$ cat src/rtl/demux_1x2_fifo_if.sv
// Handshake bundle for the 1:2 splitter: one input byte stream, two FIFO-backed output lanes.
// The slave modport is the splitter itself; the master modport is whatever drives and drains it.
interface demux_1x2_fifo_if #(
  parameter int WIDTH = 8,
  parameter int DEPTH = 4
);
  localparam int CW = $clog2(DEPTH + 1);

  logic             mode;
  logic             selector;
  logic [WIDTH-1:0] data_in;
  logic             valid_in;
  logic             ready_in;
  logic [WIDTH-1:0] data_out0;
  logic             valid_out0;
  logic             ready0;
  logic [WIDTH-1:0] data_out1;
  logic             valid_out1;
  logic             ready1;
  logic [CW-1:0]    count0;
  logic [CW-1:0]    count1;

  modport slave (
    input  mode, selector, data_in, valid_in, ready0, ready1,
    output ready_in, data_out0, valid_out0, data_out1, valid_out1, count0, count1
  );

  modport master (
    output mode, selector, data_in, valid_in, ready0, ready1,
    input  ready_in, data_out0, valid_out0, data_out1, valid_out1, count0, count1
  );
endinterface

$ cat src/rtl/demux_1x2_fifo.sv
// Steers each accepted input beat into one of two lane FIFOs.
// The lane is chosen by selector, or by a round-robin toggle when mode=1.
module demux_1x2_fifo #(
  parameter int WIDTH = 8,
  parameter int DEPTH = 4
) (
  input  logic                   clk,
  input  logic                   reset,
  demux_1x2_fifo_if.slave        bus
);
  localparam int CW = $clog2(DEPTH + 1);
  localparam int PW = $clog2(DEPTH);

  logic [WIDTH-1:0] r_mem    [2][DEPTH];
  logic [PW-1:0]    r_wr_ptr [2];
  logic [PW-1:0]    r_rd_ptr [2];
  logic [CW-1:0]    r_count  [2];
  logic             r_toggle;

  logic             w_tgt;
  logic             w_ready_in;
  logic             w_accept;
  logic [1:0]       w_full;
  logic [1:0]       w_valid;
  logic [1:0]       w_push;
  logic [1:0]       w_pop;

  // Ready looks only at the target lane's fullness, so it never depends on valid_in.
  always_comb begin
    w_tgt      = bus.mode ? r_toggle : bus.selector;
    w_full[0]  = (r_count[0] == CW'(DEPTH));
    w_full[1]  = (r_count[1] == CW'(DEPTH));
    w_valid[0] = (r_count[0] != '0);
    w_valid[1] = (r_count[1] != '0);
    w_ready_in = ~w_full[w_tgt];
    w_accept   = bus.valid_in & w_ready_in;
    w_push[0]  = w_accept & ~w_tgt;
    w_push[1]  = w_accept &  w_tgt;
    w_pop[0]   = w_valid[0] & bus.ready0;
    w_pop[1]   = w_valid[1] & bus.ready1;
  end

  // NOTE: sequential state uses non-blocking assignments so every register samples pre-edge values.
  always_ff @(posedge clk) begin
    if (reset) begin
      r_toggle <= 1'b0;
      for (int n = 0; n < 2; n++) begin
        r_wr_ptr[n] <= '0;
        r_rd_ptr[n] <= '0;
        r_count[n]  <= '0;
      end
    end else begin
      if (w_accept && bus.mode) r_toggle <= ~r_toggle;
      for (int n = 0; n < 2; n++) begin
        if (w_push[n]) r_wr_ptr[n] <= r_wr_ptr[n] + PW'(1);
        if (w_pop[n])  r_rd_ptr[n] <= r_rd_ptr[n] + PW'(1);
        r_count[n] <= r_count[n] + CW'(w_push[n]) - CW'(w_pop[n]);
      end
    end
  end

  // NOTE: the storage array has no reset; stale entries are unreachable once the pointers and counts clear.
  always_ff @(posedge clk) begin
    for (int n = 0; n < 2; n++) begin
      if (w_push[n]) r_mem[n][r_wr_ptr[n]] <= bus.data_in;
    end
  end

  assign bus.ready_in   = w_ready_in;
  assign bus.valid_out0 = w_valid[0];
  assign bus.valid_out1 = w_valid[1];
  assign bus.data_out0  = w_valid[0] ? r_mem[0][r_rd_ptr[0]] : '0;
  assign bus.data_out1  = w_valid[1] ? r_mem[1][r_rd_ptr[1]] : '0;
  assign bus.count0     = r_count[0];
  assign bus.count1     = r_count[1];
endmodule

$ cat src/flat_wrapper.sv
// flat-port wrapper written by rule: the top's interface ports become plain ports
module demux_1x2_fifo_flat 
#(
  parameter int WIDTH = 8,
  parameter int DEPTH = 4
)
  (clk, reset, bus_mode, bus_selector, bus_data_in, bus_valid_in, bus_ready0, bus_ready1, bus_ready_in, bus_data_out0, bus_valid_out0, bus_data_out1, bus_valid_out1, bus_count0, bus_count1);
  demux_1x2_fifo_if #(.WIDTH(WIDTH), .DEPTH(DEPTH)) bus_i ();
  input  logic clk;
  input  logic reset;
  input wire logic [$bits(bus_i.mode)-1:0] bus_mode;
  input wire logic [$bits(bus_i.selector)-1:0] bus_selector;
  input wire logic [$bits(bus_i.data_in)-1:0] bus_data_in;
  input wire logic [$bits(bus_i.valid_in)-1:0] bus_valid_in;
  input wire logic [$bits(bus_i.ready0)-1:0] bus_ready0;
  input wire logic [$bits(bus_i.ready1)-1:0] bus_ready1;
  output wire logic [$bits(bus_i.ready_in)-1:0] bus_ready_in;
  output wire logic [$bits(bus_i.data_out0)-1:0] bus_data_out0;
  output wire logic [$bits(bus_i.valid_out0)-1:0] bus_valid_out0;
  output wire logic [$bits(bus_i.data_out1)-1:0] bus_data_out1;
  output wire logic [$bits(bus_i.valid_out1)-1:0] bus_valid_out1;
  output wire logic [$bits(bus_i.count0)-1:0] bus_count0;
  output wire logic [$bits(bus_i.count1)-1:0] bus_count1;
  assign bus_i.mode = bus_mode;
  assign bus_i.selector = bus_selector;
  assign bus_i.data_in = bus_data_in;
  assign bus_i.valid_in = bus_valid_in;
  assign bus_i.ready0 = bus_ready0;
  assign bus_i.ready1 = bus_ready1;
  assign bus_ready_in = bus_i.ready_in;
  assign bus_data_out0 = bus_i.data_out0;
  assign bus_valid_out0 = bus_i.valid_out0;
  assign bus_data_out1 = bus_i.data_out1;
  assign bus_valid_out1 = bus_i.valid_out1;
  assign bus_count0 = bus_i.count0;
  assign bus_count1 = bus_i.count1;
  demux_1x2_fifo #(.WIDTH(WIDTH), .DEPTH(DEPTH)) u_core (.clk(clk), .reset(reset), .bus(bus_i));
endmodule
$ cat config.mk
export PLATFORM = sky130hd
export DESIGN_NAME = demux_1x2_fifo_flat
export DESIGN_NICKNAME = d
export VERILOG_FILES = /design/src/rtl/demux_1x2_fifo_if.sv /design/src/rtl/demux_1x2_fifo.sv /design/src/flat_wrapper.sv
export SDC_FILE = /design/constraint.sdc
export NUM_CORES = 1
export LEC_CHECK = 0
export ABC_AREA = 1
export CAP_MARGIN = 20
export CORE_MARGIN = 1
export CORE_UTILIZATION = 60
export CTS_CLUSTER_SIZE = 40
export DETAILED_ROUTE_END_ITERATION = 8
export PLACE_DENSITY = 0.95
export SYNTH_ARGS = -nofsm -noshare
export SYNTH_HDL_FRONTEND = slang
export SYNTH_SLANG_ARGS = --single-unit
$ cat constraint.sdc
create_clock -name clk -period 4.2 [get_ports clk]
set_input_delay 0.84 -clock clk [delete_from_list [all_inputs] [get_ports clk]]
set_output_delay 0.84 -clock clk [all_outputs]
set_load 0.01 [all_outputs]
==> impl_metrics.py, run 1 <==
metrics = {
    "global_route": {
        "grt_util_met3": 0.0547,
        "grt.overflow.total": 0,
        "grt_pass1_wl_um": 11000,
        "met1_usage": 0.306,
        "antenna_found_initial": 0,
        "track_usage": 0.251,
        "grt_pass1_vias": 2383,
        "top_usage_layer": "met2",
        "met2_usage": 0.412,
        "grt_max_degree": 20,
    },
    "synthesis": {
        "synth_edf_count": 72,
        "yosysTopAreaCell": "edfxtp_1",
        "yosysMostFrequentCell": "nor2_1",
        "synth_nets": 347,
        "synth_cell_type_count": 21,
        "ys_async_sr_fraction": 0,
        "synth_area_um2": 3470,
        "synth_area_per_cell_um2": 10.9,
        "yosys-top-cells-area": "edfxtp_1 62%, nor2_1 9.5%, ha_1 4.3%, inv_1 4.1%, dfxtp_1 4.0%",
        "ys_ff_latch": 79,
        "syn_inst": 318,
        "synth_common_cells": "88 x nor2_1, 72 x edfxtp_1, 38 x inv_1",
        "ys_seq_area_frac": 0.664,
        "synth_top_cell_area_share": 0.623,
        "ys.flop_type": "edfxtp_1",
        "yosysWarnings": 0,
    },
    "power_and_ir_drop": {
        "total_power_mw": 2.40,
        "peakVddDrop_uv": 375,
        "leakagePower_nw": 1.55,
        "power-per-cell-area_nw_per_um2": 589,
    },
    "sta": {
        "post-route-min-period_ns": 3.15,
        "grt_setup_unrepaired": "false",
        "tightest_slew_ns": 0.838,
        "fin_skew_ns": 0.00623,
        "hold_viol_final": 0,
        "finalSetupViolCount": 0,
        "slew_violations": 0,
        "slew_headroom": 0.439,
        "maxClockFrequency_mhz": 317,
        "setup_tns_ns": 0,
        "period_share": 0.750,
    },
    "worst_setup_path": {
        "cp-endpoint": "bus_data_out1[3]",
        "worstReg2RegStart": "u_core.r_count[0][1]",
        "crit_family": "flip-flops",
        "start_kind": "flop",
        "cp.depth": 4,
        "cp-end-kind": "output port",
        "startpoint": "u_core.r_rd_ptr[0][2]",
        "r2r_setup_slack_ns": 1.92,
        "path_buf_inv": 2,
        "critPathMaxStageDelay_ns": 0.76,
        "critical_path_class": "flop to output port",
        "worstPathArrival_ns": 2.31,
        "r2r_cells": 9,
        "path_cells": "inv_2 -> o21ai_0 -> a21oi_1 -> clkdlybuf4s50_1",
        "crit_required_ns": 3.36,
        "reg2reg_to": "u_core.r_count[0][2]",
        "crit_path_top_delay_cell": "edfxtp_1",
        "cp_max_fo": 19,
    },
    "detailed_routing": {
        "drc": 0,
        "dr_total_vias": 2370,
        "vias_per_cell": 5.42,
        "wl_per_cell_um": 16.1,
        "drt_wl_total_um": 7020,
        "drtIter0Drc": 292,
        "firstDrtPassIters": 5,
        "ant_nets": 0,
    },
    "floorplanning": {
        "io_pins": 40,
        "rows": 27,
        "fp.dieH_um": 78.0,
        "initial_core_util": 0.626,
        "core_um2": 5540,
        "die_area_um2": 6090,
        "die_x_um": 78.0,
    },
    "cells_and_area": {
        "final_cells": 437,
        "nFillCells": 362,
        "drive_above_1_share": 0.0685,
        "layout.nets": 389,
        "register_area_um2": 2300,
        "antenna_cells": 0,
        "final_area_um2": 4080,
        "multi_input_area_um2": 933,
        "area.growth.synth_to_final_pct": 17.6,
    },
    "clock_network": {
        "clk_pin_slew_ns": 0.07,
        "post-cts-setup-buffers": 0,
        "clock_tree.buffer_depth": 2,
        "cts_sinks": 79,
        "cts_root_buffer": "clkbuf_8",
        "clock_latency_ns": 0.34,
        "htree_levels": 3,
        "cts_resized": 0,
        "cts_tree": "done",
        "cts_made_buffers": 9,
        "cts_hold_buf": 0,
    },
    "placement": {
        "dp.cells": 421,
        "dp_hpwl_um": 4660,
        "io_buffers": 39,
        "place_area_um2": 3890,
        "gp_congestion": 0.721,
    },
    "run": {
        "drv_cap": 0,
    },
    "status": {
        "status": "complete, no violations",
    },
    "min_path": {
        "hp-class": "flop to flop",
    },
}
area by class of cell:
class | instances | share of cell area
multi-input combinational | 186 | 0.229
sequential | 79 | 0.564
inverter | 43 | 0.0396
timing repair buffer | 41 | 0.0994
clock buffer | 9 | 0.0304
tap | 72 | 0.0221
clock inverter | 7 | 0.0156
cell usage in the layout, fill, tap and decap left out, types with 3 or more instances in the layout:
cell type        instances
edfxtp_1                72
o21ai_1                  8
clkdlybuf4s50_1         39
nand2_1                 18
clkbuf_8                 9
nand3_1                  3
nor2_1                  88
inv_2                    5
a21oi_1                 20
dfxtp_1                  7
o21ai_0                 27
clkinv_2                 3
ha_1                    12
inv_1                   38
state kept, by name, summed over array words and instances, names as in the netlist:
name and count:
u_core.r_rd_ptr 4, u_core.r_wr_ptr 4, u_core.r_toggle 1, u_core.r_count 6
u_core.r_mem 64
routing by layer:
metal | up-vias | routed length [µm]
met2 | 132 | 3600
met4 | 0 | 199
met3 | 18 | 561
met5 | - | 0
li1 | 1137 | -
met1 | 1083 | 2650
worst register-to-register path, cell delays in order, from the launching register on:
cell and delay [ns]:
dfxtp_1 0.35, nor3_1 0.21, buf_4 0.24, nor2_1 0.09, ha_1 0.27, inv_1 0.04, ha_1 0.20, fa_1 0.38
or2_2 0.31, a21oi_1 0.13
worst min-delay path by stage:
stage,start,cells after the start,slack (ns),endpoint
2_1_floorplan,u_core.r_toggle,3,0.51,u_core.r_toggle
3_3_place_gp,u_core.r_toggle,3,0.54,u_core.r_toggle
3_5_place_dp,u_core.r_toggle,4,0.54,u_core.r_toggle
4_1_cts,u_core.r_toggle,4,0.56,u_core.r_toggle
5_1_grt,u_core.r_toggle,4,0.59,u_core.r_toggle
6_report,u_core.r_toggle,4,0.56,u_core.r_toggle
where the power goes:
part,internal [mW],switching (mW)
registers,0.937,0.0992
logic,0.385,0.447
clock network,0.269,0.265
metrics by stage:
stage                     setup slack, ns  utilization  hold WS, ns
after floorplan                      1.94            -        0.510
after detailed placement             1.11        0.703        0.544
after global placement               1.18        0.703        0.540
final                                1.05        0.736        0.558
after global routing                0.914        0.736        0.595
after CTS                            1.05        0.736        0.557
logic make-up after synthesis:
group	after synthesis	share of synthesized area
simple gates	114	0.127
flops	79	0.664
buf+inv	53	0.0674
xor+xnor	2	0.00505
compound gates	56	0.0819
fa+ha+maj	14	0.0548
Power figures use the tool's default switching activity.
==> inputs of run 2 (changes only) <==
CORE_UTILIZATION = 50   (was 60)
PLACE_DENSITY = 0.85   (was 0.95)
clock period = 2.66 ns   (was 4.2 ns; I/O delays follow)
==> run 2 against run 1 <==
Against the previous run:
- power rose by 62%
- design area grew 3.6%
- worst setup slack got worse by 0.94 ns
- die area rose by 19%
- clock power is 60% higher
==> impl_metrics.py, run 2 (same netlist as run 1, synthesis figures left out) <==
metrics = {
    "status": {
        "status": "complete, no violations",
    },
    "worst_setup_path": {
        "cp-end-kind": "output port",
        "start_kind": "flop",
        "r2r_cells": 8,
        "critical_path_class": "flop to output port",
        "worstPathArrival_ns": 2.02,
        "cp_max_fo": 17,
        "crit_required_ns": 2.13,
    },
    "detailed_routing": {
        "drtIter0Drc": 218,
        "drt_wl_total_um": 6760,
        "drc": 0,
        "vias_per_cell": 5.20,
        "ant_nets": 0,
        "dr_total_vias": 2386,
        "firstDrtPassIters": 4,
        "wl_per_cell_um": 14.7,
    },
    "sta": {
        "hold_viol_final": 0,
        "whs_ns": 0.563,
        "grt_setup_unrepaired": "true",
        "finalSetupViolCount": 0,
        "slew_violations": 0,
        "maxClockFrequency_mhz": 392,
        "tightest_slew_ns": 0.366,
        "post-route-min-period_ns": 2.55,
        "fin_skew_ns": 0.0130,
        "slew_headroom": 0.753,
        "period_share": 0.960,
    },
    "cells_and_area": {
        "register_area_um2": 2300,
        "area.growth.synth_to_final_pct": 21.9,
        "mostFrequentLayoutCells": "88 x nor2_1, 72 x edfxtp_1, 38 x inv_1, 38 x clkdlybuf4s50_1, 27 x o21ai_0",
        "largest_reg_flops": 64,
        "drive_above_1_share": 0.107,
        "antenna_cells": 0,
        "nFillCells": 481,
        "postLayoutCoreUtil": 0.648,
        "final_area_um2": 4230,
        "layout.cells.most_common": "nor2_1",
        "multi_input_area_um2": 933,
        "layout.nets": 406,
    },
    "min_path": {
        "whs_path_depth": 3,
        "hp-class": "flop to flop",
    },
    "power_and_ir_drop": {
        "power-per-cell-area_nw_per_um2": 918,
        "p_sw_mw": 1.29,
        "p_sw_frac": 0.331,
        "peakVddDrop_uv": 499,
        "intPower_mw": 2.60,
        "seq_power_share": 0.406,
        "comb_power_share": 0.375,
        "p_clk_frac": 0.219,
        "leakagePower_nw": 1.65,
    },
    "clock_network": {
        "cts_tree": "done",
        "cts_hold_buf": 0,
        "cts_made_buffers": 9,
        "clk_pin_slew_ns": 0.07,
        "clock_latency_ns": 0.35,
        "clock_tree.buffer_depth": 2,
        "cts_root_buffer": "clkbuf_8",
        "cts_sinks": 79,
        "htree_levels": 3,
    },
    "floorplanning": {
        "core_um2": 6530,
        "die_x_um": 85.3,
        "fp.dieH_um": 85.3,
        "io_pins": 40,
        "initial_core_util": 0.531,
        "die_area_um2": 7280,
        "rows": 29,
    },
    "global_route": {
        "track_usage": 0.202,
        "grt_max_degree": 18,
        "antenna_found_initial": 0,
        "grt_pass1_vias": 2337,
        "grt_pass1_wl_um": 10900,
        "grt.overflow.total": 0,
    },
    "placement": {
        "io_buffers": 39,
        "dp_hpwl_um": 4610,
        "place_area_um2": 3980,
        "gp_congestion": 0.756,
    },
    "run": {
        "drv_cap": 0,
    },
}
==> run 2: critical path, cell delays in order, from the launching register on <==
cell             delay (ns)
edfxtp_1               0.51
inv_2                  0.26
o21ai_0                0.14
a21oi_1                0.20
clkdlybuf4s50_1        0.57
==> run 2: metal layers <==
metal	vias up	part of all wire	track usage
li1	1173	-	-
met1	1111	0.42	0.245
met2	88	0.50	0.341
met3	14	0.057	0.0350
met4	0	0.017	0.117
met5	-	0	0
==> run 2: final timing paths <==
kind / from / end / slack (ns)
max reg2reg: u_core.r_count[0][1] / u_core.r_count[0][2] / 0.51
min reg2reg: u_core.r_toggle / u_core.r_toggle / 0.56
max: u_core.r_rd_ptr[0][0] / bus_data_out0[5] / 0.11
min: u_core.r_toggle / u_core.r_toggle / 0.56
==> run 2: power by group through the flow <==
stage	clock network (mW)	registers, mW	logic (mW)
6_report	0.852	1.57	1.46
4_1_cts	0.864	1.59	1.40
3_3_place_gp	0	1.63	1.33
5_1_grt	0.911	1.59	1.62
3_5_place_dp	0	1.63	1.37
2_1_floorplan	0	1.56	0.830
==> run 2: through the flow <==
stage / TNS [ns] / power (mW) / worst slack [ns] / instances
floorplan: 0 / 2.39 / 0.702 / 318
finish: 0 / 3.88 / 0.106 / 459
CTS: -0.000434 / 3.86 / -0.000434 / 455
detailed placement: 0 / 3.00 / 0.105 / 437
global placement: 0 / 2.96 / 0.253 / 437
global route: -0.0254 / 4.12 / -0.0176 / 459
==> run 2: layout make-up <==
cell class	count	area share
Clock buffer	11	0.0311
Sequential cell	79	0.544
Multi-Input combinational cell	186	0.221
Clock inverter	5	0.0139
Timing Repair Buffer	58	0.128
Tap cell	77	0.0228
Inverter	43	0.0388
==> run 2: timing repair <==
action	in CTS	in global routing
setup buffers	2	4
resized for setup	0	4
endpoints found under the hold margin	0	0
pin swaps	0	0
setup endpoints to repair	2	12
